--- config.mk ---
export PLATFORM = sky130hd
export DESIGN_NAME = spi_ram_arbiter
export DESIGN_NICKNAME = d
export VERILOG_FILES = /design/src/rtl/spi_ram_arbiter_pkg.sv /design/src/rtl/spi_ram_arbiter_rr_pick.sv /design/src/rtl/spi_ram_arbiter.sv
export SDC_FILE = /design/constraint.sdc
export NUM_CORES = 1
export LEC_CHECK = 0
export CAP_MARGIN = 10
export CORE_MARGIN = 1
export CORE_UTILIZATION = 40
export DETAILED_ROUTE_END_ITERATION = 7
export GPL_TIMING_DRIVEN = 0
export PLACE_DENSITY = 0.91
export REMOVE_ABC_BUFFERS = 1
export SETUP_SLACK_MARGIN = 0.3
export SLEW_MARGIN = 20
export SYNTH_ARGS = -nofsm -noshare
export SYNTH_HDL_FRONTEND = slang
export SYNTH_SLANG_ARGS = --single-unit
--- constraint.sdc ---
create_clock -name clk -period 2.9 [get_ports clk]
set_input_delay 0.435 -clock clk [delete_from_list [all_inputs] [get_ports clk]]
set_output_delay 0.435 -clock clk [all_outputs]
set_load 0.02 [all_outputs]
--- src/rtl/spi_ram_arbiter_pkg.sv ---
// Shared definitions for the SPI/host RAM command arbiter: command opcodes,
// arbiter state encoding and datapath widths.
package spi_ram_arbiter_pkg;

  localparam int CMD_W  = 10;
  localparam int DATA_W = 8;

  localparam logic [1:0] CMD_WR_ADDR = 2'b00;
  localparam logic [1:0] CMD_WR_DATA = 2'b01;
  localparam logic [1:0] CMD_RD_ADDR = 2'b10;
  localparam logic [1:0] CMD_RD_DATA = 2'b11;

  typedef enum logic [1:0] {
    ARB_IDLE    = 2'b00,
    ARB_LOCK_WR = 2'b01,
    ARB_LOCK_RD = 2'b10,
    ARB_WAIT_RD = 2'b11
  } arb_state_e;

  // Opcode lives in the two top bits of every RAM command word.
  function automatic logic [1:0] cmd_op(input logic [CMD_W-1:0] word);
    return word[CMD_W-1 -: 2];
  endfunction

endpackage

--- src/rtl/spi_ram_arbiter_rr_pick.sv ---
// Two-way round-robin grant: a lone valid wins, a tie goes to the requester
// that was not granted last.
module spi_ram_rr_pick (
  input  logic [1:0] valid,
  input  logic       rr_last,
  output logic [1:0] grant
);

  // One-hot grant from the valid pair and the last-served index.
  always_comb begin
    grant = 2'b00;
    case (valid)
      2'b01:   grant = 2'b01;
      2'b10:   grant = 2'b10;
      2'b11:   grant = rr_last ? 2'b01 : 2'b10;
      default: grant = 2'b00;
    endcase
  end

endmodule

--- src/rtl/spi_ram_arbiter.sv ---
// Arbitrates the single-port RAM command channel between the SPI slave and a host
// port, locking across address/data pairs. Optional lock timeout: SPI_RAM_ARB_TIMEOUT_EN.
module spi_ram_arbiter
  import spi_ram_arbiter_pkg::*;
#(
  parameter int TIMEOUT_CYCLES = 64,
  parameter int TO_W           = 7
) (
  input  logic              clk,
  input  logic              rst,
  input  logic              req0_valid,
  input  logic [CMD_W-1:0]  req0_data,
  output logic              req0_ready,
  input  logic              req1_valid,
  input  logic [CMD_W-1:0]  req1_data,
  output logic              req1_ready,
  output logic              ram_rx_valid,
  output logic [CMD_W-1:0]  ram_din,
  input  logic              ram_tx_valid,
  input  logic [DATA_W-1:0] ram_dout,
  output logic [1:0]        rsp_valid,
  output logic [DATA_W-1:0] rsp_data,
  output logic              lock_timeout
);

  arb_state_e       state;
  logic             owner;
  logic             rr_last;
  logic [1:0]       valid;
  logic [1:0]       pick_grant;
  logic [1:0]       ready;
  logic [1:0]       owner_mask;
  logic             xfer;
  logic             xfer_idx;
  logic [CMD_W-1:0] xfer_word;
  logic [1:0]       xfer_op;

  assign valid      = {req1_valid, req0_valid};
  assign owner_mask = owner ? 2'b10 : 2'b01;

  spi_ram_rr_pick u_pick (
    .valid   (valid),
    .rr_last (rr_last),
    .grant   (pick_grant)
  );

  // Ready is only raised for a requester whose command will actually transfer.
  always_comb begin
    ready = 2'b00;
    case (state)
      ARB_IDLE:    ready = pick_grant;
      ARB_LOCK_WR: ready = valid & owner_mask;
      ARB_LOCK_RD: ready = valid & owner_mask;
      ARB_WAIT_RD: ready = 2'b00;
      default:     ready = 2'b00;
    endcase
  end

  assign req0_ready = ready[0];
  assign req1_ready = ready[1];
  assign xfer       = |ready;
  assign xfer_idx   = ready[1];
  assign xfer_word  = xfer_idx ? req1_data : req0_data;
  assign xfer_op    = cmd_op(xfer_word);

`ifdef SPI_RAM_ARB_TIMEOUT_EN
  logic [TO_W-1:0] to_cnt;
  logic [TO_W-1:0] to_cnt_next;
  logic            locked;
  logic            rsp_now;
  logic            to_fire;

  assign locked      = (state != ARB_IDLE);
  assign rsp_now     = (state == ARB_WAIT_RD) && ram_tx_valid;
  assign to_cnt_next = to_cnt + {{(TO_W-1){1'b0}}, 1'b1};
  // A live transfer or a RAM response always beats the idle-lock timeout.
  assign to_fire     = locked && !xfer && !rsp_now &&
                       (to_cnt_next == TO_W'(TIMEOUT_CYCLES));

  // Idle-lock counter and the forced-release pulse.
  always_ff @(posedge clk or posedge rst) begin
    if (rst) begin
      to_cnt       <= {TO_W{1'b0}};
      lock_timeout <= 1'b0;
    end else begin
      lock_timeout <= to_fire;
      if (xfer || !locked || to_fire) begin
        to_cnt <= {TO_W{1'b0}};
      end else begin
        to_cnt <= to_cnt_next;
      end
    end
  end
`else
  logic to_fire;
  assign to_fire      = 1'b0;
  assign lock_timeout = 1'b0;
`endif

  // Arbiter FSM plus registered RAM command and response outputs.
  always_ff @(posedge clk or posedge rst) begin
    if (rst) begin
      state        <= ARB_IDLE;
      owner        <= 1'b0;
      rr_last      <= 1'b1;
      ram_rx_valid <= 1'b0;
      ram_din      <= {CMD_W{1'b0}};
      rsp_valid    <= 2'b00;
      rsp_data     <= {DATA_W{1'b0}};
    end else begin
      ram_rx_valid <= xfer;
      rsp_valid    <= 2'b00;
      if (xfer) begin
        ram_din <= xfer_word;
        rr_last <= xfer_idx;
      end
      if (to_fire) begin
        state   <= ARB_IDLE;
        rr_last <= owner;
      end else begin
        case (state)
          ARB_IDLE: begin
            if (xfer) begin
              case (xfer_op)
                CMD_WR_ADDR: begin state <= ARB_LOCK_WR; owner <= xfer_idx; end
                CMD_RD_ADDR: begin state <= ARB_LOCK_RD; owner <= xfer_idx; end
                CMD_RD_DATA: begin state <= ARB_WAIT_RD; owner <= xfer_idx; end
                default:     state <= ARB_IDLE;
              endcase
            end
          end
          ARB_LOCK_WR: begin
            if (xfer) begin
              case (xfer_op)
                CMD_WR_ADDR: state <= ARB_LOCK_WR;
                CMD_WR_DATA: state <= ARB_IDLE;
                CMD_RD_ADDR: state <= ARB_LOCK_RD;
                CMD_RD_DATA: state <= ARB_WAIT_RD;
                default:     state <= ARB_IDLE;
              endcase
            end
          end
          ARB_LOCK_RD: begin
            if (xfer) begin
              case (xfer_op)
                CMD_WR_ADDR: state <= ARB_LOCK_WR;
                CMD_WR_DATA: state <= ARB_IDLE;
                CMD_RD_ADDR: state <= ARB_LOCK_RD;
                CMD_RD_DATA: state <= ARB_WAIT_RD;
                default:     state <= ARB_IDLE;
              endcase
            end
          end
          ARB_WAIT_RD: begin
            if (ram_tx_valid) begin
              rsp_valid <= owner_mask;
              rsp_data  <= ram_dout;
              state     <= ARB_IDLE;
            end
          end
          default: state <= ARB_IDLE;
        endcase
      end
    end
  end

endmodule
After elaboration in Yosys (flattened, before gate mapping)

Index checks and enable logic that the tools add are counted.

Bits in registers: 25
Input port bits: 33
Output and inout bits: 24
Logic and storage cells: 41

Eq/ne operators: 12
Muxes and demuxes: 13
Bitwise gates (word level): 1
Reductions and logical operators: 8

Operator list:

| operator                                       | number |
|---|---|
| case mux 2 bit (3 select lines)                | 4 |
| two-way mux 2 bit                              | 7 |
| == test 2 bit (second input constant)          | 6 |
| two-way mux 10 bit                             | 1 |
| case mux 2 bit (4 select lines)                | 1 |
| == test 2 x 1 -> 1 bit (second input constant) | 3 |
| AND reduction 3 bit                            | 2 |
| zero test 2 bit                                | 2 |
| != test 2 bit (second input constant)          | 2 |
| OR reduction 2 bit                             | 2 |
| OR reduction 3 bit                             | 1 |
| bitwise AND 2 bit                              | 1 |
| != test 2 x 1 -> 1 bit (second input constant) | 1 |
| AND reduction 2 bit                            | 1 |

Depth between registers and ports, before layout

Gate-level depths: netlist of run 1.

Depth after elaboration: 8
Depth in mapped cells: 9
Gate-level depth less buffers: 9

Hierarchy

A second synthesis of run 1 with hierarchy kept.

Cell total of the unflattened synthesis: 115
Area total of the unflattened synthesis: 1193.6 um^2

By module, submodules not included:

| module          | instances | cells an instance | area each (um^2) | seq. area each (um^2) |
|---|---|---|---|---|
| spi_ram_arbiter | 1         | 112               | 1174.9           | 626.9 |
| spi_ram_rr_pick | 1         | 3                 | 18.8             | 0.0 |

Worst setup path after synthesis of run 1

OpenSTA, ideal clock, no wires.

Path type: register to register
From: register state[0]
To: register owner
Setup time: 122 ps
Arrival: 2345 ps
Required time: 2778 ps
Path slack: 433 ps
Stages on the path, launching flop included: 9
Buffers on the path: 0
Clock period less this slack: 2467 ps
Cell sequence: dfrtp_1 > inv_1 > ha_1 > and4b_1 > a31o_2 > mux2_4 > ha_1 > or4bb_1 > a32o_1

Longest elaborated chain between the ends: 7
Elaborated cells on any way between the ends: 13
Those cells by class: eq/ne (5); mux (2); reduce/logical (6)

Ends and longest elaborated chain:

| element                                                 | RTL line               | source |
|---|---|---|
| start: declaration                                      | spi_ram_arbiter.sv:26  | `arb_state_e state;` |
| start signal: assignment                                | spi_ram_arbiter.sv:103 | `state <= ARB_IDLE;` |
| start signal: assignment                                | spi_ram_arbiter.sv:118 | `state <= ARB_IDLE;` |
| start signal: assignment                                | spi_ram_arbiter.sv:125 | `CMD_WR_ADDR: begin state <= ARB_LOCK_WR; owner <= xfer_idx; end` |
| == test 2 bit or == test 2 x 1 -> 1 bit (tied branches) | spi_ram_arbiter.sv:50  | `case (state)` |
| OR reduction 2 bit (no line)                            | --                     |  |
| case mux 2 bit (3 select lines) (*)                     | spi_ram_arbiter.sv:50  |  |
| two-way mux 10 bit (*)                                  | spi_ram_arbiter.sv:63  | `assign xfer_word = xfer_idx ? req1_data : req0_data;` |
| named net xfer_word[8]                                  | spi_ram_arbiter.sv:35  | `logic [CMD_W-1:0] xfer_word;` |
| == test 2 bit or zero test 2 bit (tied branches)        | spi_ram_arbiter.sv:124 | `case (xfer_op)` |
| OR reduction 3 bit (no line) (*)                        | --                     |  |
| AND reduction 3 bit (no line) (*)                       | --                     |  |
| end signal: assignment                                  | spi_ram_arbiter.sv:125 |  |
| end signal: assignment                                  | spi_ram_arbiter.sv:126 | `CMD_RD_ADDR: begin state <= ARB_LOCK_RD; owner <= xfer_idx; end` |
| end signal: assignment                                  | spi_ram_arbiter.sv:127 | `CMD_RD_DATA: begin state <= ARB_WAIT_RD; owner <= xfer_idx; end` |
| end: declaration                                        | spi_ram_arbiter.sv:27  | `logic owner;` |

The timed path passes the listed nets; every way through them passes the cells marked *.
A chain may end at the register's enable or synchronous reset.

Final worst setup path of run 1

From: register state[1]
To: register owner

Same word-level chain as after synthesis.

==> results of run 1 <==
[state kept, by name (all words and copies together) (netlist names)]
register,cells
ram_rx_valid,1
rsp_data,8
ram_din,10
owner,1
rsp_valid,2
state,2
rr_last,1
[how the worst max path moves through the flow]
stage                from         end  slack [ps]  depth (start not counted)
2_1_floorplan    state[0]       owner         330                          8
3_3_place_gp   req0_valid  req0_ready          10                          4
3_5_place_dp   req1_valid       owner         -40                          7
4_1_cts          state[1]       owner         310                          8
5_1_grt          state[0]  req0_ready         300                          6
6_report         state[1]       owner         370                          8
[cells in the final DEF, fill, tap and decap left out, drive strengths merged, types with 2 or more instances in the layout]
cell and n:
nand2 4, a32o 2, mux2i 4, inv 6, clkdlybuf4s50 53, clkbuf 3
buf 7, a21o 3, a221o 8, mux2 11, ha 4, and3 9
dfrtp 24, nor2b 2
[power groups by stage]
stage	registers, uW	clock network (uW)	logic, uW
2_1_floorplan	777	0	543
3_3_place_gp	610	0	1130
3_5_place_dp	621	0	1170
4_1_cts	616	162	1260
5_1_grt	638	178	1410
6_report	614	159	1340
[area by class of cell]
cell class | count | area, sq um
clock buffers | 3 | 22.5
clock inverters | 1 | 5.00
fillers | 219 | 886
inverters | 6 | 22.5
multi-input cells | 61 | 578
flip-flops and latches | 25 | 627
well taps | 31 | 38.8
repair buffers | 62 | 602
[critical path, stage by stage, from the launching register on]
cell,delay (ps)
sky130_fd_sc_hd__dfrtp_1,420
sky130_fd_sc_hd__inv_2,110
sky130_fd_sc_hd__ha_4,220
sky130_fd_sc_hd__and4b_1,190
sky130_fd_sc_hd__a31o_4,230
sky130_fd_sc_hd__mux2_4,310
sky130_fd_sc_hd__ha_1,220
sky130_fd_sc_hd__or4bb_1,510
sky130_fd_sc_hd__a32o_1,220
[stage by stage]
stage	util [%]	instances	worst slack, ps	hold slack [ps]	setup TNS (ps)
3_3_place_gp	63.4	178	13.6	485	0
4_1_cts	66.5	183	308	523	0
5_1_grt	68.2	189	303	547	0
3_5_place_dp	63.4	178	-44.2	492	-50.7
6_report	68.2	189	374	520	0
2_1_floorplan	-	92	327	462	0
[logic make-up (layout without fill, tap and decap cells)]
family          after synthesis  after routing  share of synthesized area [%]
compound gates               18             18                           13.0
buf+inv                      10             72                           3.56
other cells                   1              1                          0.314
fa+ha+maj                     4              4                           4.19
xor+xnor                      2              2                           1.47
flops                        25             25                           52.5
mux                          15             15                           14.3
simple gates                 21             21                           10.7
[per-layer routing]
| metal | vias up | wire length (microns) |
|---|---|---|
| li1 | 476 | - |
| met1 | 497 | 1120 |
| met2 | 49 | 1630 |
| met3 | 4 | 200 |
| met4 | 0 | 44 |
| met5 | - | 0 |
[repair_timing]
action	4_1_cts	5_1_grt
setup endpoints to repair	3	2
gates resized for setup	12	1
pin swaps	0	1
buffers inserted	1	6
hold buffers	0	0
==> run summary, run 1 <==
- 31 — post-synth cell types
- 0 — Hold Vio Cnt, Final
- 196 — nets
- 320 ps — clock latency reported for the late side of the worst-skew pair
- 4 — detailed-router iteration count before antenna repair
- 39.2% — sw frac
- 0 — max-slew violations
- 370 ps — slack of the worst reg-to-reg path
- 0 — setup violation total in the final timing report
- register — critical path capture point type
- 2780 sq um — Core Area
- owner — R2R Path End
- 1026 — routed vias
- sky130_fd_sc_hd__dfrtp_1 — cell taking the most area after synthesis
- 100% — post-synthesis async set-or-reset flop share
- 6 — CP max FO
- 22.1% — met1 layer usage reported by global route
- no — unrepaired setup endpoints after global routing
- 1 — cell count of the worst hold path
- 2750 ps — arrival time of data at the critical path endpoint
- 29.1% — sequential fraction of design power
- 56.7 microns — Chip Width
- register — startpoint class of the critical path
- rsp_data[2] — Hold Path Origin
- sky130_fd_sc_hd__dfrtp_1, sky130_fd_sc_hd__and3_1, sky130_fd_sc_hd__a221o_1, sky130_fd_sc_hd__mux2_2, sky130_fd_sc_hd__inv_1 — most common library cells after synthesis
- 0 — Remaining DRCs
- 57 — I/O pins
- 36.3% — GR Layer Usage met2
- 7.5% — Clock Power Share
- 0.748 — routability cong.
- 3 — CTS Buf Count
- 4820 microns — wire length of the first global-routing pass
- 8 — worst reg-to-reg path cell count
- 0.000868 uW — Static Leakage
- rsp_data[2] — hold-critical path endpoint
- 0 — Yosys warning count
- 908 ps — transition time of the tightest slew-check pin
- 56.7 microns — vertical die dimension
- 2070 microns — DP HPWL
- 0 — initial antenna violation count
- 3210 sq um — die footprint
- 87.1% — final critical-path share of the clock period
- 140 ps — clock slew at reported path FFs
- 55 — number of port buffers
- 96 — synthesized netlist cell count
- 25 — Clock Sink Count
- 1 — H-Tree Depth
- met2 — GRT Max-Usage Layer
- 0 — # diodes
- sky130_fd_sc_hd__clkbuf_4 — CTS Root Buffer Type
- 26 — pin count of the biggest net entering global routing
- reg -> reg — Critical Setup Path Class
- 396 MHz — f_max
- 1900 sq um — post-layout instance area
- yes — CTS tree
- 3.92% — GR met3 Demand/Resource
- 2110 uW — post-layout total power
- 63.3% — combinational share of power
- 1190 sq um — post-synthesis instance area
- sky130_fd_sc_hd__dfrtp_1 — most instantiated flip-flop cell in the synthesis netlist
- state[1] — worst reg2reg path startpoint
- sky130_fd_sc_hd__dfrtp_1 — cell with the most instances after synthesis
- 0 — count of flip-flops with a built-in enable after synthesis
- 19.0% — layout cells sized above 1
- 0 — Antenna Nets Post-Route
- 2990 microns — drt total wl
- 1110 nW/um^2 — power density over the cells
- 0 — max-cap viol count
- reg -> reg — type of the tightest min-delay check
- 25 — register bit count reported by yosys
- 58.6% — area overhead of the layout relative to synthesis
- 5.44 ps — Post-Route Skew
- 0 — Remaining Overflow, GRT
- 39.4% — Rel. slew slack
- 824 uV — worst ir drop on vdd
- 5.43 — Vias/cell
- 2530 ps — time the worst path needs with I/O delays and setup
- 1760 sq um — area post-placement
- sky130_fd_sc_hd__dfrtp_1, sky130_fd_sc_hd__mux2_2, sky130_fd_sc_hd__a221o_1 — Area contributors post-synth
- 15.8 microns — routed length per placed instance
- 19.7% — Tot GR Track Use
- 50.3% — share of the synthesized area in the top cell type
- 20 — First DRT Iteration DRCs
- finished clean — result of the run
- 1280 uW — Internal Pwr Total
- 827 uW — switching pwr
- 2 — worst-case clock buffer depth
- 52.5% — fraction of the yosys area taken by sequential cells
- 1074 — vias in the first global route
- 43.0% — effective utilization at floorplan
- 19 — number of rows in the core area
- 12.4 sq um — Synth Area per Inst
- 3130 ps — Worst Path Required
Note: power is estimated with default switching activity, not from simulation.
==> run 2: changes to the inputs <==
==> constraint.sdc (replaced) <==
create_clock -name clk -period 2.9 [get_ports clk]
set_input_delay 0.435 -clock clk [delete_from_list [all_inputs] [get_ports clk]]
set_output_delay 0.435 -clock clk [all_outputs]
set_load 0.05 [all_outputs]
==> run 2 against run 1 <==
Compared with the run above:
- hold slack improved by 0.67 ps
- critical path depth unchanged
- clock power about the same
- largest power group unchanged
- critical endpoint unchanged
- via count decreased by 0.19%
- core utilization decreased by 0.18 points
- critical path type unchanged
- sequential share of layout area increased by 0.088 points
- clock skew decreased by 2.3 ps
==> run summary, run 2 (same netlist as run 1, synthesis figures left out) <==
- 0.748 — routability cong.
- 0 — Hold Vio Cnt, Final
- sky130_fd_sc_hd__or4bb_1 — standard cell with the maximum stage delay on the critical path
- rsp_data[1] — Hold Path Origin
- 0 — Remaining Overflow, GRT
- 3 — CTS Buf Count
- 43.0% — effective utilization at floorplan
- 8 — worst reg-to-reg path cell count
- sky130_fd_sc_hd__clkdlybuf4s50_1 — commonest non-fill, non-tap cell in the layout
- 1024 — routed vias
- -206 ps — Setup Slack @ Placement
- 0 — setup violation total in the final timing report
- rsp_data[1] — hold-critical path endpoint
- 0 — Antenna Nets Post-Route
- 4840 microns — wire length of the first global-routing pass
- 320 ps — clock latency reported for the late side of the worst-skew pair
- 0.000868 uW — Static Leakage
- state[1] — worst reg2reg path startpoint
- sky130_fd_sc_hd__clkbuf_4 — CTS Root Buffer Type
- finished clean — result of the run
- 87.2% — final critical-path share of the clock period
- 372 ps — least setup slack across all paths after layout
- 6 — CP max FO
- 6.4% — Clock Power Share
- 196 — nets
- 1290 nW/um^2 — power density over the cells
- 1170 uW — switching pwr
- 68.5% — combinational share of power
- 520 ps — minimum hold slack
- 178 — post-placement cell count
- 3.19 ps — Post-Route Skew
- reg -> reg — type of the tightest min-delay check
- simple AND/OR/NAND/NOR gates — cell family contributing the most delay on the critical path
- ram_din (10), rsp_data (8) — largest registers
- 19 — number of rows in the core area
- register — critical path capture point type
- 396 MHz — f_max
- 2970 microns — drt total wl
- inv_2, ha_4, and4b_1, a31o_4, mux2_4, ha_1, or4bb_1, a32o_1 — cells along the critical path
- 218 — fillers
- 2780 sq um — Core Area
- 56.7 microns — Chip Width
- 140 ps — clock slew at reported path FFs
- 0 — initial antenna violation count
- 2450 uW — post-layout total power
- 55 — number of port buffers
- 2530 ps — time the worst path needs with I/O delays and setup
- 56.7 microns — vertical die dimension
- 0 — Remaining DRCs
- 0 — max-cap viol count
- 3210 sq um — die footprint
- 936 ps — transition time of the tightest slew-check pin
- 37.5% — Rel. slew slack
- 2750 ps — arrival time of data at the critical path endpoint
- 25.1% — sequential fraction of design power
- 1069 — vias in the first global route
- 0 — # diodes
- 10 — flip-flop count of the largest register, all copies and words added
- ram_din — Top reg by flops
- 25 — Clock Sink Count
- 1 — H-Tree Depth
- 24 — First DRT Iteration DRCs
- 0 — max-slew violations
- 19.6% — layout cells sized above 1
- register — startpoint class of the critical path
- 19.9% — Tot GR Track Use
- 57 — I/O pins
- 5.42 — Vias/cell
- reg -> reg — Critical Setup Path Class
- 510 ps — Crit path largest cell delay
- 1 — critical path buffer and inverter count
- 2 — worst-case clock buffer depth
- 8 — stages on the worst setup path
- 983 uV — worst ir drop on vdd
- 68.0% — post-route core utilization
- 26 — pin count of the biggest net entering global routing
- 58.2% — area overhead of the layout relative to synthesis
- 370 ps — slack of the worst reg-to-reg path
- 4 — detailed-router iteration count before antenna repair
- yes — CTS tree
- 3120 ps — Worst Path Required
- 15.7 microns — routed length per placed instance
- owner — R2R Path End
- no — unrepaired setup endpoints after global routing
- 1270 uW — Internal Pwr Total
- 1 — cell count of the worst hold path
- state[1] — timing startpoint of the critical path
- 47.9% — sw frac
- sky130_fd_sc_hd__clkdlybuf4s50_1, sky130_fd_sc_hd__dfrtp_1, sky130_fd_sc_hd__and3_1 — commonest non-fill, non-tap cells in the layout
- 189 — count of placed standard cells in the final layout, fillers left out
- 2070 microns — DP HPWL
run 2: per-stage QoR:
| step | TNS, ps | cell area (sq um) |
|---|---|---|
| 5_1_grt | 0 | 1890 |
| 3_5_place_dp | -250 | 1760 |
| 4_1_cts | 0 | 1840 |
| 2_1_floorplan | 0 | 1170 |
| 6_report | 0 | 1890 |
| 3_3_place_gp | -186 | 1760 |
run 2: repair_timing:
action	CTS	global route
setup buffers	1	6
hold buffers	0	0
pin swaps	0	1
gates resized for setup	13	3
setup endpoints to repair	3	2
run 2: final cells by class:
cell class              count  area, sq um  area share (%)
flip-flops and latches     25          627            33.2
repair buffers             62          597            31.6
inverters                   6         22.5            1.19
clock buffers               3         22.5            1.19
well taps                  31         38.8            2.05
multi-input cells          61          578            30.6
clock inverters             1         5.00           0.265
run 2: worst max-delay path by stage:
stage	end	slack [ps]
6_report	owner	370
5_1_grt	req0_ready	310
4_1_cts	owner	320
3_5_place_dp	req0_ready	-210
3_3_place_gp	req0_ready	-190
2_1_floorplan	owner	220
run 2: metal layers:
layer | GRT usage, % | up-vias | share of wire (%)
met4 | 7.32 | 0 | 1.5
met1 | 22.1 | 497 | 39
met5 | 0 | - | 0
li1 | - | 475 | -
met2 | 37.0 | 47 | 54
met3 | 3.92 | 5 | 6.1
run 2: power groups by stage:
stage / clock network [uW] / logic (uW) / registers, uW
2_1_floorplan: 0 / 579 / 1090
3_3_place_gp: 0 / 1480 / 610
3_5_place_dp: 0 / 1520 / 621
4_1_cts: 162 / 1600 / 616
5_1_grt: 186 / 1760 / 639
6_report: 157 / 1670 / 615
==> RTL change (settings of run 1) <==
Add a define of `SPI_RAM_ARB_TIMEOUT_EN`.
--- a/src/rtl/spi_ram_arbiter.sv
+++ b/src/rtl/spi_ram_arbiter.sv
@@ -2,2 +2,4 @@
 // port, locking across address/data pairs. Optional lock timeout: SPI_RAM_ARB_TIMEOUT_EN.
+`define SPI_RAM_ARB_TIMEOUT_EN
+
 module spi_ram_arbiter
Behaviour: same outputs for any inputs over 10 cycles, from zero or initial values and one cycle with rst high; that may be too few to reach the edited logic, so the function may still have changed.
==> RTL change against run 1 <==
Area after synthesis grew 28%; highest routed layer unchanged; cell area is 21% higher; wire length is 20% higher; critical path type unchanged; sequential cell count grew 8; first-iteration DRC count rose to 4.4 times the old value; total power increased by 11%; combinational power fell by 13%; sequential share of layout area is 3.1 points higher; setup slack improved by 33 ps.
==> RTL change: results (changes against run 1) <==
| Metric | Value |
|---|---|
| Ranking of synthesized cells by area | `dfrtp_1 (53%), mux2_2 (7.4%), nand2_1 (5.4%), nor2_1 (4.2%), ha_1 (4.1%)` |
| Inserted Clock Buffers | `5 (+2)` |
| Outcome | `completed` |
| Max incr delay on CP | `370 ps (-140 ps)` |
| Peak supply drop | `488 uV (-41%)` |
| Seq/Total Area, Yosys | `0.543 (+0.0181)` |
| P_leak | `1.01 nW (+17%)` |
| Post-Place Worst Slack | `-41.3 ps (+2.85 ps)` |
| Largest regs | `ram_din: 10 flops, rsp_data: 8 flops, to_cnt: 7 flops` |
| Clock power share | `0.191 (+0.116)` |
| Root buffer cell | `clkbuf_8` |
| Vias in the first global route | `1,388 (+29%)` |
| Distinct cells, synth | `34 (+9.7%)` |
| Skew-Pair Late Insertion Delay | `290 ps (-30 ps)` |
| Commonest cells in the netlist | `dfrtp_1 (32), nand2_1 (22), nor2_1 (17)` |
| Drt initial violations | `87 (+340%)` |
| Final Skew | `7.58 ps (+2.14 ps)` |
| Largest net degree at the start of global routing | `34 (+31%)` |
| Share of layout cells above drive strength 1 | `0.137 (-0.0524)` |
| Mux contribution to synthesized area | `0.0805 (-0.0630)` |
| Via/cell ratio | `5.01 (-7.8%)` |
| DP Area | `2130 um2 (+21%)` |
| Xor and xnor fraction of the mapped netlist area | `0.0230 (+0.00833)` |
| I/O Buffers | `56 (+1.8%)` |
| DPL Wire Length | `2440 um (+18%)` |
| Adder-cell share of the synthesized area | `0.0411 (-0.000834)` |
| Slowest cell on crit path | `dfrtp_1` |
| Synth Area in Compound Gates | `0.101 (-0.0289)` |
| Reg2reg path depth | `10 (+2)` |
| Comb. pwr | `0.00116 W (-13%)` |
| Gpl congestion | `0.784 (+4.9%)` |
| Htree depth | `2 (+1)` |
RTL change: changes by cell type after synthesis, moves of 3 or more:
cell	change
dfrtp_1	+8
o21ai_0	+4
and3_1	-8
nand3_1	+6
a21oi_1	+3
a221o_1	-8
nor2_1	+16
a31oi_1	+8
nand2_1	+18
mux2i_1	-3
RTL change: final timing paths:
kind,startpoint,to,slack (ps)
setup / recovery,state[0],owner,410
hold / removal,to_cnt[0],to_cnt[0],500
setup reg to reg,state[0],owner,410
hold reg to reg,to_cnt[0],to_cnt[0],500
max in group asynchronous,rst,ram_din[4],1890
min in group asynchronous,rst,ram_din[6],580
RTL change: cells by family (layout without fill, tap and decap cells):
family                   after synthesis  in the layout
adder cells (fa/ha/maj)                5              5
AND/OR/NAND/NOR                       60             60
AO/OA/AOI/OAI                         24             24
flip-flops                            33             33
buffers and inverters                 12             74
multiplexers                          11             11
XOR/XNOR                               4              4
RTL change: layout make-up:
class	count	area, um2	area share
Clock buffer	7	86.3	0.0377
Clock inverter	1	30.0	0.0131
Inverter	8	33.8	0.0148
Multi-Input combinational cell	104	671	0.293
Sequential cell	33	827	0.361
Tap cell	48	60.1	0.0262
Timing Repair Buffer	58	581	0.254
RTL change: layer usage:
metal	wire length [um]	vias up	part of all wire	track usage
met1	1430	618	0.40	0.221
met2	1930	33	0.54	0.348
li1	-	638	-	-
met4	84	0	0.023	0.0881
met3	149	8	0.041	0.0688
met5	0	-	0	0
RTL change: per-stage QoR:
step	utilization	std cells	power, W
final	0.625	259	0.00235
after global routing	0.625	259	0.00250
after CTS	0.623	259	0.00236
after detailed placement	0.582	249	0.00186
after global placement	0.582	249	0.00182
after floorplan	-	145	0.00139
